--- src/rtl/chroni_pkg.sv ---
// chroni_pkg: shared widths and encodings for the VRAM arbiter.
package chroni_pkg;
  localparam int ADDR_W = 13;
  localparam int DATA_W = 8;
  typedef enum logic [1:0] {IDLE, ACCESS, CAPTURE, RELEASE} state_t;
  typedef enum logic {VID, CPU} owner_t;
endpackage

--- src/rtl/vram_arbiter_if.sv ---
// vram_arbiter_if: video, CPU and RAM signals of the VRAM arbiter.
interface vram_arbiter_if;
  import chroni_pkg::*;
  logic [ADDR_W-1:0] vid_addr;
  logic              vid_rd_req;
  logic              vid_rd_ack;
  logic [DATA_W-1:0] vid_data;
  logic [ADDR_W-1:0] cpu_addr;
  logic [DATA_W-1:0] cpu_wr_data;
  logic              cpu_we;
  logic              cpu_req;
  logic              cpu_ack;
  logic [DATA_W-1:0] cpu_rd_data;
  logic [ADDR_W-1:0] mem_addr;
  logic [DATA_W-1:0] mem_wr_data;
  logic              mem_we;
  logic [DATA_W-1:0] mem_rd_data;
  modport slave (
    input  vid_addr, vid_rd_req, cpu_addr, cpu_wr_data, cpu_we, cpu_req, mem_rd_data,
    output vid_rd_ack, vid_data, cpu_ack, cpu_rd_data, mem_addr, mem_wr_data, mem_we
  );
  modport master (
    output vid_addr, vid_rd_req, cpu_addr, cpu_wr_data, cpu_we, cpu_req, mem_rd_data,
    input  vid_rd_ack, vid_data, cpu_ack, cpu_rd_data, mem_addr, mem_wr_data, mem_we
  );
endinterface

--- src/rtl/vram_arbiter.sv ---
// vram_arbiter: shares one synchronous 8K x 8 RAM between video reads and CPU accesses,
// video first, with a starvation bound that forces a CPU grant.
module vram_arbiter
  import chroni_pkg::*;
#(
  parameter int CPU_STARVE_MAX = 4
) (
  input logic           sys_clk,
  input logic           reset_n,
  vram_arbiter_if.slave bus
);
  state_t state, state_nx;
  owner_t owner, owner_nx;
  logic [2:0] starve, starve_nx;
  logic [ADDR_W-1:0] addr, addr_nx;
  logic [DATA_W-1:0] wdata, wdata_nx, vdata, vdata_nx, cdata, cdata_nx;
  logic we, we_nx, vack, vack_nx, cack, cack_nx, cpu_win;
  assign bus.mem_addr    = addr;
  assign bus.mem_wr_data = wdata;
  assign bus.mem_we      = we;
  assign bus.vid_data    = vdata;
  assign bus.cpu_rd_data = cdata;
  assign bus.vid_rd_ack  = vack;
  assign bus.cpu_ack     = cack;
  always_comb begin
    state_nx = state;
    owner_nx = owner;
    starve_nx = starve;
    addr_nx = addr;
    wdata_nx = wdata;
    we_nx = we;
    vdata_nx = vdata;
    cdata_nx = cdata;
    vack_nx = 1'b0;
    cack_nx = 1'b0;
    cpu_win = bus.cpu_req && (!bus.vid_rd_req || starve == 3'(CPU_STARVE_MAX));
    case (state)
      IDLE: begin
        if (!bus.cpu_req) starve_nx = '0;
        if (bus.vid_rd_req || bus.cpu_req) begin
          state_nx = ACCESS;
          owner_nx = cpu_win ? CPU : VID;
          addr_nx = cpu_win ? bus.cpu_addr : bus.vid_addr;
          wdata_nx = cpu_win ? bus.cpu_wr_data : wdata;
          we_nx = cpu_win && bus.cpu_we;
          // only video grants made while the CPU waits count toward starvation
          if (bus.cpu_req) starve_nx = cpu_win ? 3'd0 : (starve == 3'd7 ? starve : starve + 3'd1);
        end
      end
      ACCESS: begin
        state_nx = CAPTURE;
        we_nx = 1'b0;
      end
      CAPTURE: begin
        state_nx = RELEASE;
        if (owner == CPU) begin
          cdata_nx = bus.mem_rd_data;
          cack_nx = 1'b1;
        end else begin
          vdata_nx = bus.mem_rd_data;
          vack_nx = 1'b1;
        end
      end
      default: state_nx = IDLE;
    endcase
  end
  always_ff @(posedge sys_clk or negedge reset_n) begin
    if (!reset_n) begin
      state <= IDLE;
      owner <= VID;
      starve <= '0;
      addr <= '0;
      wdata <= '0;
      we <= 1'b0;
      vdata <= '0;
      cdata <= '0;
      vack <= 1'b0;
      cack <= 1'b0;
    end else begin
      state <= state_nx;
      owner <= owner_nx;
      starve <= starve_nx;
      addr <= addr_nx;
      wdata <= wdata_nx;
      we <= we_nx;
      vdata <= vdata_nx;
      cdata <= cdata_nx;
      vack <= vack_nx;
      cack <= cack_nx;
    end
  end
endmodule
--- src/flat_wrapper.sv ---
// flat-port wrapper written by rule: the top's interface ports become plain ports
module vram_arbiter_flat import chroni_pkg::*;
#(
  parameter int CPU_STARVE_MAX = 4
)
  (sys_clk, reset_n, bus_vid_addr, bus_vid_rd_req, bus_cpu_addr, bus_cpu_wr_data, bus_cpu_we, bus_cpu_req, bus_mem_rd_data, bus_vid_rd_ack, bus_vid_data, bus_cpu_ack, bus_cpu_rd_data, bus_mem_addr, bus_mem_wr_data, bus_mem_we);
  vram_arbiter_if bus_i ();
  input logic sys_clk;
  input logic reset_n;
  input wire logic [$bits(bus_i.vid_addr)-1:0] bus_vid_addr;
  input wire logic [$bits(bus_i.vid_rd_req)-1:0] bus_vid_rd_req;
  input wire logic [$bits(bus_i.cpu_addr)-1:0] bus_cpu_addr;
  input wire logic [$bits(bus_i.cpu_wr_data)-1:0] bus_cpu_wr_data;
  input wire logic [$bits(bus_i.cpu_we)-1:0] bus_cpu_we;
  input wire logic [$bits(bus_i.cpu_req)-1:0] bus_cpu_req;
  input wire logic [$bits(bus_i.mem_rd_data)-1:0] bus_mem_rd_data;
  output wire logic [$bits(bus_i.vid_rd_ack)-1:0] bus_vid_rd_ack;
  output wire logic [$bits(bus_i.vid_data)-1:0] bus_vid_data;
  output wire logic [$bits(bus_i.cpu_ack)-1:0] bus_cpu_ack;
  output wire logic [$bits(bus_i.cpu_rd_data)-1:0] bus_cpu_rd_data;
  output wire logic [$bits(bus_i.mem_addr)-1:0] bus_mem_addr;
  output wire logic [$bits(bus_i.mem_wr_data)-1:0] bus_mem_wr_data;
  output wire logic [$bits(bus_i.mem_we)-1:0] bus_mem_we;
  assign bus_i.vid_addr = bus_vid_addr;
  assign bus_i.vid_rd_req = bus_vid_rd_req;
  assign bus_i.cpu_addr = bus_cpu_addr;
  assign bus_i.cpu_wr_data = bus_cpu_wr_data;
  assign bus_i.cpu_we = bus_cpu_we;
  assign bus_i.cpu_req = bus_cpu_req;
  assign bus_i.mem_rd_data = bus_mem_rd_data;
  assign bus_vid_rd_ack = bus_i.vid_rd_ack;
  assign bus_vid_data = bus_i.vid_data;
  assign bus_cpu_ack = bus_i.cpu_ack;
  assign bus_cpu_rd_data = bus_i.cpu_rd_data;
  assign bus_mem_addr = bus_i.mem_addr;
  assign bus_mem_wr_data = bus_i.mem_wr_data;
  assign bus_mem_we = bus_i.mem_we;
  vram_arbiter #(.CPU_STARVE_MAX(CPU_STARVE_MAX)) u_core (.sys_clk(sys_clk), .reset_n(reset_n), .bus(bus_i));
endmodule
--- config.mk ---
export PLATFORM = sky130hd
export DESIGN_NAME = vram_arbiter_flat
export DESIGN_NICKNAME = d
export VERILOG_FILES = /design/src/rtl/chroni_pkg.sv /design/src/rtl/vram_arbiter_if.sv /design/src/rtl/vram_arbiter.sv /design/src/flat_wrapper.sv
export SDC_FILE = /design/constraint.sdc
export NUM_CORES = 1
export LEC_CHECK = 0
export CAP_MARGIN = 5
export CORE_MARGIN = 2
export CORE_UTILIZATION = 42
export CTS_CLUSTER_SIZE = 12
export DETAILED_ROUTE_END_ITERATION = 10
export GPL_TIMING_DRIVEN = 0
export PLACE_DENSITY_LB_ADDON = 0.05
export RECOVER_POWER = 100
export REMOVE_ABC_BUFFERS = 1
export SLEW_MARGIN = 30
export SYNTH_ARGS = -nofsm -noshare
export SYNTH_HDL_FRONTEND = slang
export SYNTH_SLANG_ARGS = --single-unit
--- constraint.sdc ---
create_clock -name sys_clk -period 1.94 [get_ports sys_clk]
set_clock_uncertainty 0.2 [all_clocks]
set_input_delay 0.388 -clock sys_clk [delete_from_list [all_inputs] [get_ports sys_clk]]
set_output_delay 0.388 -clock sys_clk [all_outputs]
set_load 0.02 [all_outputs]
==> results.py <==
metrics = {
    "power_and_ir_drop": {
        "powerDensity_nw_per_um2": 1590,
        "p_sw_frac": 0.389,
        "seq_power_share": 0.344,
        "combPwrFrac": 0.525,
        "p_int_mw": 2.95,
        "power_frac_clock": 0.131,
        "p_total_mw": 4.83,
        "vdd.ir_drop.worst_mv": 0.755,
        "leakage_nw": 1.27,
        "p_sw_mw": 1.88,
    },
    "clock_network": {
        "cts_tree": "built",
        "clkSlewWorstSetupHoldPaths_ns": 0.10,
        "clk-insertion-delay-late_ns": 0.31,
        "cts-root-buf": "clkbuf_8",
        "clkSinkCount": 46,
        "clockBufferDepth": 2,
        "h-tree-depth": 2,
        "cts_setup_buffers": 0,
        "cts_made_buffers": 5,
    },
    "route": {
        "vias": 1585,
        "dr.pass1.iters": 4,
        "via_per_inst": 4.89,
        "drt-total-wl_um": 4840,
        "wl_per_cell_um": 14.9,
        "ant_nets": 0,
        "dr.first_iter.drc_count": 100,
        "drc": 0,
    },
    "global_route": {
        "antenna_found_initial": 0,
        "grtUsageTotal": 0.175,
        "grt_pass1_wl_um": 7380,
        "first_global_vias": 1595,
        "overflow": 0,
        "grt_max_degree": 47,
    },
    "floorplanning": {
        "fp-row-count": 25,
        "dieArea_um2": 5560,
        "start_util": 0.440,
        "core_area_um2": 4750,
        "die_h_um": 74.6,
        "io_pins": 87,
        "die_x_um": 74.6,
    },
    "synthesis": {
        "synthMuxAreaShare": 0.140,
        "ys_top_cells_by_area": "dfrtp_1 (55%), mux2_2 (14%), o211ai_2 (6.0%), nand2_1 (5.7%), ha_1 (4.2%)",
        "synth_cell_types": 25,
        "synth_top_area_share": 0.551,
        "yosys.area.top_type": "dfrtp_1",
        "synth_top_family_by_area": "multiplexers",
        "syn_inst": 172,
        "avgSynthCellArea_um2": 12.2,
        "ys.warnings.count": 0,
        "synth_compound_area_frac": 0.104,
        "syn-cell-area_um2": 2090,
        "ys_seq_area_frac": 0.551,
        "synth.ff_latch_count": 46,
        "synth-adder-area-share": 0.0419,
        "synth_xor_area_frac": 0,
        "synth-simple-area-share": 0.121,
    },
    "critical_path": {
        "criticalPathCategory": "flip-flop to primary output",
        "endpoint_kind": "primary output",
        "rr_startpoint": "u_core.starve[0]$_DFFE_PN0P_",
        "path_buf_inv": 1,
        "crit_start": "u_core.bus.vid_data[5]$_DFFE_PN0P_",
        "crit_slowest_cell": "clkdlybuf4s50_1",
        "crit_family": "buffers and inverters",
        "r2r_cells": 5,
        "slowest_delay_ns": 0.63,
        "critical_path_arrival_ns": 1.30,
        "cp.required_ns": 1.35,
        "cp_max_fo": 2,
        "critical_path_depth": 1,
        "critPathLaunchType": "flip-flop",
        "crit_chain": "clkdlybuf4s50_1",
    },
    "final_layout": {
        "layout-drive-gt1-share": 0.163,
        "area_delta_synth_final_pct": 45.0,
        "fin_nets": 310,
        "n_antenna_cell": 0,
        "fin_cells": 324,
        "fillCellCount": 391,
    },
    "timing": {
        "fin_crit_ns": 1.89,
        "hold_violations": 0,
        "final-setup-viol-count": 0,
        "clock.fmax_mhz": 530,
        "timing.hold.ws_ns": 0.305,
        "maxSlewHeadroom": 0.320,
        "slew_violations": 0,
        "finalCritPeriodShare": 0.973,
        "tightest_slew_ns": 1.02,
        "rsz0062_at_grt": "true",
    },
    "placement": {
        "dp_cells": 315,
        "io_buffers": 86,
        "dp_hpwl_um": 3270,
        "place.gp.congestion": 0.699,
    },
    "hold_path": {
        "hold_depth": 2,
        "hold_path.class": "flip-flop to flip-flop",
        "hp-start": "u_core.bus.mem_addr[0]$_DFFE_PN0P_",
    },
    "job": {
        "maxCapViolations": 0,
    },
    "run_status": {
        "status": "finished, final reports clean",
    },
}
-- per-layer routing --
layer / wire, um / GRT usage / vias up / share of wire
met2: 2260 / 0.282 / 52 / 0.47
met4: 66 / 0.0595 / 0 / 0.014
met3: 350 / 0.0569 / 8 / 0.072
met5: 0 / 0 / - / 0
met1: 2160 / 0.224 / 754 / 0.45
li1: - / - / 771 / -
-- logic make-up after synthesis --
kind of cell               after synthesis
AOI/OAI and AO/OA                       23
adders and majority gates                7
buffers and inverters                   18
DFF                                     46
muxes                                   26
and+or+nand+nor                         52
-- registers in the layout, indices dropped and copies added, names as in the netlist --
signal,count
u_core.bus.mem_addr,13
u_core.bus.vid_rd_ack,1
u_core.bus.mem_we,1
u_core.state,2
u_core.starve,3
u_core.bus.cpu_ack,1
u_core.bus.cpu_rd_data,8
u_core.bus.vid_data,8
u_core.bus.mem_wr_data,8
u_core.owner,1
-- final timing paths --
path,slack (ns),to
max reg2reg,0.08,u_core.bus.mem_wr_data[2]$_DFFE_PN0P_
min in group asynchronous,0.59,u_core.bus.mem_wr_data[4]$_DFFE_PN0P_
min,0.30,u_core.bus.mem_addr[0]$_DFFE_PN0P_
max in group asynchronous,0.31,u_core.owner$_DFFE_PN0P_
max,0.05,bus_vid_data[5]
min reg2reg,0.30,u_core.bus.mem_addr[0]$_DFFE_PN0P_
-- power by group through the flow --
stage | Combinational, mW | Clock, mW | Sequential [mW]
finish | 2.53 | 0.633 | 1.66
global route | 2.71 | 0.689 | 1.73
global placement | 2.56 | 0 | 1.67
CTS | 2.65 | 0.647 | 1.67
detailed placement | 2.59 | 0 | 1.68
floorplan | 0.902 | 0 | 2.18
-- per-stage QoR --
step	setup WS, ns	util	setup TNS [ns]	cell area [um2]
6_report	0.0521	0.638	0	3030
5_1_grt	-0.0452	0.638	-0.302	3030
4_1_cts	0.0285	0.653	0	3100
3_5_place_dp	-0.580	0.626	-14.55	2980
3_3_place_gp	-1.38	0.626	-74.68	2980
2_1_floorplan	-0.0827	-	-1.04	2030
-- Yosys cell counts, drive strengths merged --
cell type and count:
nor2b 1, a32oi 1, inv 8, o211ai 13, o21a 1, and2 1
nor4 1, nor2 2, nand2b 1, buf 8, a21bo 1, a21oi 1
o22ai 1, dfrtp 46, ha 7, mux2 26, o21ai 3, clkbuf 2
nand2 32, nand3 1, nand4 13, a22o 2
-- area by class of cell --
cell class,count,area (um2),area share
clock inverter,3,27.5,0.00908
multi-input combinational,108,825,0.272
tap,67,83.8,0.0277
inverter,8,30.0,0.00991
timing repair buffer,87,846,0.279
clock buffer,5,68.8,0.0227
sequential,46,1150,0.380
-- repair_timing --
action | in CTS | in global routing
endpoints found under the setup margin | 27 | 11
hold endpoints to repair | 46 | 0
resized for setup | 6 | 3
pin swaps | 0 | 0
hold buffers | 1 | 0
-- placed cells by master (no fill, tap or decap), drive strengths merged --
cell / count
a21oi: 1
nor2: 2
nand2b: 1
o21a: 1
nor2b: 1
a32oi: 1
clkbuf: 8
dlygate4sd2: 1
inv: 10
clkinvlp: 1
nor4: 1
and2: 1
dlygate4sd3: 1
o21ai: 3
buf: 1
nand2: 32
ha: 7
a21bo: 1
dfrtp: 46
clkdlybuf4s50: 81
nand4: 13
o211ai: 13
nand3: 1
mux2: 26
a22o: 2
o22ai: 1
No activity file was read; power rests on OpenSTA's default activity.
